===== src/rtl/mainmem_arb_pkg.sv =====
// Shared sizing constants and FSM encoding for the main-memory arbiter.
package mainmem_arb_pkg;

  localparam int unsigned NUM_REQ = 4;
  localparam int unsigned AW      = 32;
  localparam int unsigned DW      = 32;
  localparam int unsigned BEW     = 4;

  typedef enum logic [1:0] {
    ST_IDLE  = 2'd0,
    ST_ISSUE = 2'd1,
    ST_WAIT  = 2'd2
  } state_e;

endpackage


===== src/rtl/mainmem_arbiter_rr_pick.sv =====
// Combinational round-robin picker: first valid index at or above ptr_i, wrapping.
module rr_pick #(
  parameter int unsigned N  = 4,
  parameter int unsigned IW = 2
) (
  input  logic [N-1:0]  valid_i,
  input  logic [IW-1:0] ptr_i,
  output logic [N-1:0]  grant_o,
  output logic [IW-1:0] idx_o,
  output logic          any_o
);

  int unsigned cand;

  // Scan from the farthest offset down so the nearest valid index wins last.
  always_comb begin
    idx_o = '0;
    cand  = 0;
    for (int unsigned k = 0; k < N; k++) begin
      cand = (32'(ptr_i) + (N - 1 - k)) % N;
      if (valid_i[IW'(cand)]) begin
        idx_o = IW'(cand);
      end
    end
  end

  assign any_o = |valid_i;

  always_comb begin
    grant_o = '0;
    for (int unsigned i = 0; i < N; i++) begin
      grant_o[i] = any_o && (idx_o == IW'(i));
    end
  end

endmodule


===== src/rtl/mainmem_arbiter.sv =====
// Round-robin arbiter funnelling NUM_REQ requesters onto one main-memory port,
// one transaction outstanding at a time.
module mainmem_arbiter #(
  parameter int unsigned NUM_REQ = mainmem_arb_pkg::NUM_REQ,
  parameter int unsigned AW      = mainmem_arb_pkg::AW,
  parameter int unsigned DW      = mainmem_arb_pkg::DW
) (
  input  logic                                   clk,
  input  logic                                   rst_n,
  input  logic [NUM_REQ-1:0]                     req_valid,
  output logic [NUM_REQ-1:0]                     req_ready,
  input  logic [NUM_REQ-1:0]                     req_write,
  input  logic [NUM_REQ*AW-1:0]                  req_addr,
  input  logic [NUM_REQ*DW-1:0]                  req_wdata,
  input  logic [NUM_REQ*mainmem_arb_pkg::BEW-1:0] req_be,
  output logic [NUM_REQ-1:0]                     resp_valid,
  output logic [DW-1:0]                          resp_rdata,
  output logic                                   mem_req_valid,
  input  logic                                   mem_req_ready,
  output logic                                   mem_req_write,
  output logic [AW-1:0]                          mem_req_addr,
  output logic [DW-1:0]                          mem_req_wdata,
  output logic [mainmem_arb_pkg::BEW-1:0]        mem_req_be,
  input  logic                                   mem_resp_valid,
  input  logic [DW-1:0]                          mem_resp_rdata,
  output logic                                   busy,
  output logic                                   err_spurious
);

  import mainmem_arb_pkg::*;

  localparam int unsigned IW = (NUM_REQ > 1) ? $clog2(NUM_REQ) : 1;

  state_e               state_q, state_d;
  logic [IW-1:0]        rr_ptr_q, rr_ptr_d;
  logic [IW-1:0]        owner_q, owner_d;
  logic                 wr_q, wr_d;
  logic [AW-1:0]        addr_q, addr_d;
  logic [DW-1:0]        wdata_q, wdata_d;
  logic [BEW-1:0]       be_q, be_d;
  logic [NUM_REQ-1:0]   resp_valid_q, resp_valid_d;
  logic [DW-1:0]        resp_rdata_q, resp_rdata_d;
  logic                 err_q, err_d;

  logic [NUM_REQ-1:0]   pick_grant;
  logic [IW-1:0]        pick_idx;
  logic                 pick_any;

  logic                 sel_write;
  logic [AW-1:0]        sel_addr;
  logic [DW-1:0]        sel_wdata;
  logic [BEW-1:0]       sel_be;

  rr_pick #(
    .N  (NUM_REQ),
    .IW (IW)
  ) u_pick (
    .valid_i (req_valid),
    .ptr_i   (rr_ptr_q),
    .grant_o (pick_grant),
    .idx_o   (pick_idx),
    .any_o   (pick_any)
  );

  // Field mux for the winning requester.
  always_comb begin
    sel_write = 1'b0;
    sel_addr  = '0;
    sel_wdata = '0;
    sel_be    = '0;
    for (int unsigned i = 0; i < NUM_REQ; i++) begin
      if (pick_idx == IW'(i)) begin
        sel_write = req_write[i];
        sel_addr  = req_addr[i*AW +: AW];
        sel_wdata = req_wdata[i*DW +: DW];
        sel_be    = req_be[i*BEW +: BEW];
      end
    end
  end

  always_comb begin
    state_d      = state_q;
    rr_ptr_d     = rr_ptr_q;
    owner_d      = owner_q;
    wr_d         = wr_q;
    addr_d       = addr_q;
    wdata_d      = wdata_q;
    be_d         = be_q;
    resp_valid_d = '0;
    resp_rdata_d = resp_rdata_q;
    err_d        = err_q;
    req_ready    = '0;

    if (mem_resp_valid && (state_q != ST_WAIT)) begin
      err_d = 1'b1;
    end

    unique case (state_q)
      ST_IDLE: begin
        if (pick_any) begin
          req_ready = pick_grant;
          owner_d   = pick_idx;
          wr_d      = sel_write;
          addr_d    = sel_addr;
          wdata_d   = sel_wdata;
          be_d      = sel_be;
          state_d   = ST_ISSUE;
        end
      end
      ST_ISSUE: begin
        if (mem_req_ready) begin
          state_d = ST_WAIT;
        end
      end
      ST_WAIT: begin
        if (mem_resp_valid) begin
          resp_rdata_d = mem_resp_rdata;
          for (int unsigned i = 0; i < NUM_REQ; i++) begin
            resp_valid_d[i] = (owner_q == IW'(i));
          end
          rr_ptr_d = (owner_q == IW'(NUM_REQ - 1)) ? '0 : owner_q + IW'(1);
          state_d  = ST_IDLE;
        end
      end
      default: state_d = ST_IDLE;
    endcase
  end

  always_ff @(posedge clk or negedge rst_n) begin
    if (!rst_n) begin
      state_q      <= ST_IDLE;
      rr_ptr_q     <= '0;
      owner_q      <= '0;
      wr_q         <= 1'b0;
      addr_q       <= '0;
      wdata_q      <= '0;
      be_q         <= '0;
      resp_valid_q <= '0;
      resp_rdata_q <= '0;
      err_q        <= 1'b0;
    end else begin
      state_q      <= state_d;
      rr_ptr_q     <= rr_ptr_d;
      owner_q      <= owner_d;
      wr_q         <= wr_d;
      addr_q       <= addr_d;
      wdata_q      <= wdata_d;
      be_q         <= be_d;
      resp_valid_q <= resp_valid_d;
      resp_rdata_q <= resp_rdata_d;
      err_q        <= err_d;
    end
  end

  assign mem_req_valid = (state_q == ST_ISSUE);
  assign busy          = (state_q != ST_IDLE);
  assign mem_req_write = wr_q;
  assign mem_req_addr  = addr_q;
  assign mem_req_wdata = wdata_q;
  assign mem_req_be    = be_q;
  assign resp_valid    = resp_valid_q;
  assign resp_rdata    = resp_rdata_q;
  assign err_spurious  = err_q;

endmodule


===== config.mk =====
export PLATFORM = sky130hd
export DESIGN_NAME = mainmem_arbiter
export DESIGN_NICKNAME = d
export VERILOG_FILES = /design/src/rtl/mainmem_arb_pkg.sv /design/src/rtl/mainmem_arbiter_rr_pick.sv /design/src/rtl/mainmem_arbiter.sv
export SDC_FILE = /design/constraint.sdc
export NUM_CORES = 1
export LEC_CHECK = 0
export CORE_AREA = 4 4 163 165
export CTS_CLUSTER_DIAMETER = 50
export CTS_CLUSTER_SIZE = 30
export DETAILED_ROUTE_END_ITERATION = 12
export DIE_AREA = 0 0 167 169
export SYNTH_ARGS = -nofsm -noshare
export SYNTH_HDL_FRONTEND = slang
export SYNTH_SLANG_ARGS = --single-unit

===== constraint.sdc =====
create_clock -name clk -period 2.5 [get_ports clk]
set_input_delay 0.5 -clock clk [delete_from_list [all_inputs] [get_ports clk]]
set_output_delay 0.5 -clock clk [all_outputs]
set_load 0.005 [all_outputs]

Word level (Yosys, flattened, before mapping)
Cells that the tools add are included.
{"block": "totals", "ff_bits": 112, "in_bits": 316}
{"block": "classes", "add_sub_neg": 4, "magnitude_cmp": 4, "eq_ne": 12, "n_mux": 37, "n_reduce_logical": 13}
{"operator": "two-way mux 32 bit", "n": 8}
{"operator": "two-way mux 4 bit", "n": 8}
{"operator": "two-way mux 2 bit", "n": 8}
{"operator": "< comparator 2 x 3 -> 1 bit (second input constant)", "n": 4}
{"operator": "== test 2 bit (second input constant)", "n": 5}
{"operator": "binary-select mux 1 bit (select 2 bit)", "n": 4}
{"operator": "two-way mux 1 bit", "n": 8}
{"operator": "== test 2 x 1 -> 1 bit (second input constant)", "n": 3}
{"operator": "logical NOT 2 bit", "n": 3}
{"operator": "case mux 2 bit (3 select lines)", "n": 1}
{"operator": "logical AND 1 bit", "n": 5}
{"operator": "adder 2 x 1 -> 2 bit (second input constant)", "n": 2}
{"operator": "adder 2 bit (second input constant)", "n": 2}
{"operator": "inequality test 2 x 1 -> 1 bit (second input constant)", "n": 2}
{"operator": "inequality test 2 bit (second input constant)", "n": 2}
{"operator": "AND reduction 2 bit", "n": 2}
{"operator": "OR reduction 4 bit", "n": 1}
{"operator": "AND reduction 3 bit", "n": 1}
{"operator": "nonzero test 2 bit", "n": 1}

Logic depth before layout (Yosys ltp)
Gate-level depths: netlist (run 1).
{"block": "depth", "ltp_word": 12, "ltp_mapped": 8, "mapped_depth_nobuf": 5}

Hierarchy
A second synthesis (run 1) with hierarchy kept.
{"block": "unflattened", "hier_cells": 376, "area_unflattened_um2": 6120.9}
{"module": "mainmem_arbiter", "n_inst": 1, "cells_per_inst": 343, "area_each_um2": 5909.4}
{"module": "rr_pick", "n_inst": 1, "cells_per_inst": 33, "area_each_um2": 211.5}

Worst setup path after synthesis (run 1)
OpenSTA, ideal clock, no wires.
{"block": "synth_timing", "path_type": "input-to-output", "startpoint": "input port req_valid[2]", "endpoint": "output port req_ready[0]", "arrival_ps": 1610, "required_ps": 2000, "path_slack_ps": 390, "cell_stages": 6, "n_path_buf": 2, "path_cell_list": "or4_4 and2_4 nand2b_4 buf_8 buf_8 nor2_1"}
{"block": "synth_between", "elab_chain_cells": 10}
{"element": "start: declaration", "line": "mainmem_arbiter.sv:10", "source": "input logic [NUM_REQ-1:0] req_valid,"}
{"element": "binary-select mux 1 bit (select 2 bit)", "line": "mainmem_arbiter_rr_pick.sv:21", "source": "if (valid_i[IW'(cand)]) begin"}
{"element": "two-way mux 1 bit (not written as such)", "line": "mainmem_arbiter_rr_pick.sv:21"}
{"element": "two-way mux 2 bit (4 in series)", "line": "mainmem_arbiter_rr_pick.sv:21"}
{"element": "logical NOT 2 bit", "line": "mainmem_arbiter_rr_pick.sv:32", "source": "grant_o[i] = any_o && (idx_o == IW'(i));"}
{"element": "logical AND 1 bit", "line": "mainmem_arbiter_rr_pick.sv:32"}
{"element": "two-way mux 4 bit (*)", "line": "mainmem_arbiter.sv:100", "source": "if (pick_any) begin"}
{"element": "two-way mux 4 bit (*)", "line": "mainmem_arbiter.sv:98", "source": "unique case (state_q)"}
{"element": "end: declaration", "line": "mainmem_arbiter.sv:11", "source": "output logic [NUM_REQ-1:0] req_ready,"}
Mark *: on every way between the ends. The rest lies on a longest branch, timed or not. The select of a mux whose other input is x is not followed.

Worst setup path in the final report (run 1)
{"block": "layout_timing", "startpoint": "input port req_valid[1]", "endpoint": "output port req_ready[0]"}
The elaborated chain is that of the path after synthesis.

==> flow_summary.yaml, run 1 <==
final_layout:
  syn_to_final_growth_pct: 79.6
  nets: 1255
  multi_input_area_sq_um: 3110
  final_core_util_pct: 44.9
  seq_area_sq_um: 2800
  drive_gt1_share_pct: 12.6
  antenna_cells: 0
  fillCellCount: 2369
global_routing:
  grt_use_total_pct: 16.9
  grt_pass1_wl_mm: 37.7
  grt_max_degree: 58
  antenna_found_initial: 0
  overflow: 0
  grt_pass1_vias: 6311
timing:
  finalSetupViolations: 0
  max_freq_mhz: 409
  slew-limit-headroom_pct: 61.9
  clock_skew_ps: 16.9
  slew_violations: 0
  rsz0062_at_grt: "false"
  fin_crit_sh_pct: 97.8
  hold_viol: 0
  post-route-min-period_ps: 2450
  tightest_slew_ps: 571
floorplanning:
  io_pins: 428
  initial_utilization_pct: 25.0
  core_area_sq_um: 25000
  die_h_um: 169
  die-area_sq_um: 28200
  die_w_um: 167
  rows: 58
setup_path:
  path_max_fanout: 5
  arrival_ps: 1950
  reg2reg_depth: 8
  worst_setup_path_end_kind: "output pin"
  worstPathRequired_ps: 2000
  critPathKind: "input port to output pin"
  reg2reg_to: "mem_req_addr[12]$_DFFE_PN0P_"
  r2r_start: "rr_ptr_q[0]$_DFFE_PN0P_"
  r2r_slack_ps: 300
  startpoint_type: "input port"
power:
  swShare_pct: 36.0
  power_leakage_nw: 4.66
  irDropWorstVdd_mv: 0.659
  netSwitchingPower_mw: 3.94
  powerDensity_nw_per_um2: 973
  clkPwrFrac_pct: 14.1
  seq_power_share_pct: 29.0
  pwr-share-comb_pct: 56.8
  p_int_mw: 7.00
  total_power_mw: 10.9
synth:
  avgSynthCellArea_sq_um: 12.2
  synth_cells: 513
  synth-seq-cells: 112
  yosysSeqAreaShare_pct: 44.8
  synth_nets: 833
  syn_area_sq_um: 6260
  ys_types: 31
  yosys_warnings: 0
detailed_routing:
  via_per_inst: 4.56
  wl_per_cell_um: 19.8
  drc: 0
  postRouteAntennaNets: 0
  vias: 5795
  first_pass_iters: 4
  drt_iter0_drc: 222
  drt_wl_total_mm: 25.2
clocking:
  ctsRootBufferMaster: "clkbuf_16"
  htreeDepth: 3
  clkTransAtPathRegs_ps: 90
  cts_tree: "built"
  clk_latency_ps: 360
  clkSinkCount: 112
  clock_path_buffers: 2
  cts_buffers: 9
placement:
  numPortBuffers: 427
  dp_hpwl_mm: 19.5
  place.gp.congestion: 0.804
job:
  maxCapViolations: 0
worst_hold_path:
  hp-class: "input port to async pin"
outcome:
  status: "finished, final reports clean"
what timing repair did:
| action | in CTS | in global routing |
|---|---|---|
| endpoints found under the setup margin | 4 | 4 |
| hold buffers | 0 | 0 |
| setup buffers | 5 | 0 |
| gates cloned | 0 | 0 |
| pin swaps | 1 | 2 |
| resized for setup | 15 | 3 |
state kept, by name, summed over array words and instances, names as in the netlist:
register	cells
err_spurious	1
owner_q	2
state_q	2
rr_ptr_q	2
resp_rdata	32
resp_valid	4
mem_req_addr	32
mem_req_wdata	32
mem_req_be	4
mem_req_write	1
synth_stat cells:
master     instances  area, sq um
nand3b_1           2         15.0
buf_1              3         11.3
nand2_4            1         11.3
a21oi_1            3         15.0
buf_2             13         65.1
o21ai_0            2         10.0
nand2_1           74          278
nand2b_4           1         13.8
and2_4             1         8.76
dfrtp_1          112         2800
mux2_2            33          372
nand2b_1           1         6.26
inv_1              9         33.8
o31ai_1            1         7.51
nor3b_1            2         15.0
o221ai_2          31          465
a2bb2oi_1          1         8.76
nor2b_1            1         6.26
o221ai_1          38          333
nor2_1            11         41.3
nor3_1             1         5.00
buf_4              6         45.0
clkbuf_1           4         15.0
o22ai_1            1         6.26
buf_6             11          124
mux2i_1          139         1390
buf_12             2         40.0
buf_8              3         45.0
ha_1               4         50.1
a21o_1             1         7.51
or4_4              1         11.3
metrics by stage:
stage	cells	setup slack [ps]	cell area [sq um]	setup TNS (ps)	hold WS (ps)
after CTS	1270	1.28	11300	0	130
after floorplan	513	390	6260	0	204
after global routing	1270	0.916	11200	0	148
after global placement	1249	-362	10900	-15060	452
after detailed placement	1249	-370	10900	-17320	467
final	1270	54.9	11200	0	133
cell usage in the layout, fill, tap and decap left out, types with 3 or more instances in the layout:
master and n:
o221ai_1 38, buf_12 10, mux2_2 33, ha_1 4, buf_4 17, clkinv_8 3, dlygate4sd2_1 5, mux2i_1 139
inv_1 9, clkbuf_16 9, a21oi_1 3, nand2_1 73, clkdlybuf4s50_1 418, o221ai_2 31, dfrtp_1 111, nor2_1 11
cells by family (layout without fill, tap and decap cells):
logic type / after synthesis / after routing / synth area share [%]
multiplexers: 172 / 172 / 28.2
flip-flops: 112 / 112 / 44.8
AND/OR/NAND/NOR: 96 / 96 / 6.58
AO/OA/AOI/OAI: 78 / 78 / 13.6
buffers and inverters: 51 / 478 / 6.06
adder cells (fa/ha/maj): 4 / 4 / 0.800
final cells by class:
cell class / instances / area share (%)
Timing Repair Buffer: 453 / 40.6
Multi-Input combinational cell: 350 / 27.7
Sequential cell: 112 / 24.9
Tap cell: 330 / 3.67
Clock buffer: 9 / 2.00
Clock inverter: 7 / 0.768
Inverter: 9 / 0.300
metal layers:
| layer | track usage (%) | vias up | share of wire (%) |
|---|---|---|---|
| li1 | - | 2759 | - |
| met1 | 19.5 | 2754 | 38 |
| met2 | 30.5 | 264 | 51 |
| met3 | 6.63 | 18 | 9.4 |
| met4 | 2.56 | 0 | 0.90 |
| met5 | 0 | - | 0 |
how the worst max path moves through the flow:
stage            startpoint           end  slack, ps  cells after the start
6_report       req_valid[1]  req_ready[0]         50                      7
5_1_grt        req_valid[1]  req_ready[2]        0.9                      7
4_1_cts        req_valid[3]  req_ready[0]          1                      7
3_5_place_dp   req_valid[2]  req_ready[0]       -370                      6
3_3_place_gp   req_valid[2]  req_ready[3]       -360                      6
2_1_floorplan  req_valid[2]  req_ready[0]        390                      6
worst max-delay path, stage by stage:
cell	delay [ps]
dlygate4sd2_1	280
or4_4	440
and2_4	190
buf_4	140
nand2b_4	90
nor2_1	50
dlygate4sd2_1	250
power groups by stage:
stage          sequential [mW]  combinational (mW)  clock (mW)
2_1_floorplan             3.21                3.17           0
3_3_place_gp              3.20                6.21           0
3_5_place_dp              3.21                6.25           0
4_1_cts                   3.19                6.37        1.62
5_1_grt                   3.29                6.77        1.68
6_report                  3.18                6.22        1.55
Note: power is estimated with default switching activity, not from simulation.
==> run 2, diff against run 1 <==
--- a/config.mk
+++ b/config.mk
@@ -5,11 +5,10 @@
 export SDC_FILE = /design/constraint.sdc
 export NUM_CORES = 1
 export LEC_CHECK = 0
-export CORE_AREA = 4 4 163 165
-export CTS_CLUSTER_DIAMETER = 50
+export CORE_AREA = 4 4 165 167
 export CTS_CLUSTER_SIZE = 30
 export DETAILED_ROUTE_END_ITERATION = 12
-export DIE_AREA = 0 0 167 169
+export DIE_AREA = 0 0 169 171
 export SYNTH_ARGS = -nofsm -noshare
 export SYNTH_HDL_FRONTEND = slang
 export SYNTH_SLANG_ARGS = --single-unit
==> constraint.sdc (replaced) <==
create_clock -name clk -period 2.2 [get_ports clk]
set_input_delay 0.44 -clock clk [delete_from_list [all_inputs] [get_ports clk]]
set_output_delay 0.44 -clock clk [all_outputs]
set_load 0.005 [all_outputs]
==> flow_summary.yaml, run 2 (synthesis results as in run 1) <==
global_routing:
  antenna_found_initial: 0
  grt_pass1_wl_mm: 36.6
  overflow: 0
  grt_use_total_pct: 16.4
  grt_pass1_vias: 6221
  grt_max_degree: 113
clocking:
  htreeDepth: 3
  clock_path_buffers: 2
  cts_tree: "built"
  hold_buffers: 0
  clkSinkCount: 112
  ctsRootBufferMaster: "clkbuf_16"
  clk_latency_ps: 360
  cts_buffers: 9
  clkTransAtPathRegs_ps: 90
timing:
  slew_violations: 0
  rsz0062_at_grt: "true"
  fin_crit_sh_pct: 99.7
  slew-limit-headroom_pct: 56.5
  post-route-min-period_ps: 2190
  hold_viol: 0
  tightest_slew_ps: 652
  hold_slack_ps: 174
  finalSetupViolations: 0
  max_freq_mhz: 456
  clock_skew_ps: 16.5
setup_path:
  path_cells: "clkdlybuf4s15_2, or4_4, and2_4, buf_4, nand2b_4, nor2_1, buf_2"
  critPathKind: "input port to output pin"
  path_max_fanout: 3
  worstPathRequired_ps: 1760
  slowest_stage: "or4_4"
  slowest_delay_ps: 540
  startpoint_type: "input port"
  arrival_ps: 1750
  worst_setup_path_end_kind: "output pin"
power:
  power_leakage_nw: 4.77
  irDropWorstVdd_mv: 0.590
  powerDensity_nw_per_um2: 1120
  total_power_mw: 12.8
placement:
  place.gp.congestion: 0.761
  dp_hpwl_mm: 19.4
  numPortBuffers: 427
floorplanning:
  die_w_um: 169
  initial_utilization_pct: 24.3
  die_h_um: 171
  die-area_sq_um: 28900
  io_pins: 428
  core_area_sq_um: 25800
  rows: 59
worst_hold_path:
  hp-class: "input port to async pin"
final_layout:
  antenna_cells: 0
  syn_to_final_growth_pct: 82.7
  final_common_cell: "clkdlybuf4s50_1"
  drive_gt1_share_pct: 15.1
  final_cell_mix: "clkdlybuf4s50_1 (418), mux2i_1 (139), dfrtp_1 (111), nand2_1 (73), o221ai_1 (38)"
  nets: 1276
outcome:
  status: "finished, final reports clean"
detailed_routing:
  drt_wl_total_mm: 25.3
  drc: 0
  wl_per_cell_um: 19.5
  first_pass_iters: 4
  postRouteAntennaNets: 0
  vias: 5854
  via_per_inst: 4.52
  drt_iter0_drc: 270
job:
  maxCapViolations: 0
==> run 2: cell count changes in the layout (fill, tap and decap cells not counted), moves of 2 or more <==
cell,before,now
buf_4,17,34
buf_2,1,5
dlygate4sd2_1,5,1
buf_6,0,3
nor2_1,11,8
nor2_2,0,2
==> run 2: power by group <==
group / switching, mW / internal [mW] / total [mW]
logic: 3.13 / 4.30 / 7.43
registers: 0.539 / 3.05 / 3.59
clock network: 0.931 / 0.827 / 1.76
==> run 2: timing repair <==
item / CTS / global route
setup endpoints to repair: 70 / 48
gates resized for setup: 33 / 3
pin swaps: 6 / 1
buffers inserted: 5 / 1
==> run 2: final timing paths <==
| kind | from | end | slack (ps) | depth (start not counted) |
|---|---|---|---|---|
| setup / recovery | req_valid[3] | req_ready[0] | 6 | 7 |
| hold / removal | rst_n | mem_req_addr[28]$_DFFE_PN0P_ | 170 | 2 |
| setup reg to reg | rr_ptr_q[1]$_DFFE_PN0P_ | mem_req_wdata[26]$_DFFE_PN0P_ | 100 | 8 |
| hold reg to reg | err_spurious$_DFFE_PN0P_ | err_spurious$_DFFE_PN0P_ | 460 | 1 |
| max in group asynchronous | rst_n | rr_ptr_q[1]$_DFFE_PN0P_ | 1530 | 2 |
| min in group clk | err_spurious$_DFFE_PN0P_ | err_spurious$_DFFE_PN0P_ | 460 | 1 |
==> run 2: per-stage QoR <==
step	instances	TNS [ps]	cell area, sq um	worst slack [ps]	utilization, %
after floorplan	513	0	6260	210	-
after global placement	1274	-31340	11100	-557	43.0
after detailed placement	1274	-34000	11100	-587	43.0
after CTS	1295	-23.1	11400	-18.7	44.3
after global routing	1296	-351	11400	-74.9	44.4
final	1296	0	11400	6.47	44.4
==> run 2: final cells by class <==
type	instances	area [sq um]
inverters	9	33.8
clock inverters	7	88.8
flip-flops and latches	112	2800
repair buffers	474	4740
fillers	2508	14300
well taps	335	419
multi-input cells	350	3120
clock buffers	9	225
==> run 2: layer usage <==
layer | up-vias | part of all wire, % | global-route usage (%)
li1 | 2797 | - | -
met1 | 2770 | 39 | 19.2
met2 | 270 | 50 | 28.6
met3 | 17 | 10 | 6.03
met4 | 0 | 1.3 | 3.92
met5 | - | 0 | 0
==> run 2: critical path, delay by kind of cell <==
family | cells | cell delay (ps)
buffers and inverters | 3 | 450
and+or+nand+nor | 4 | 850
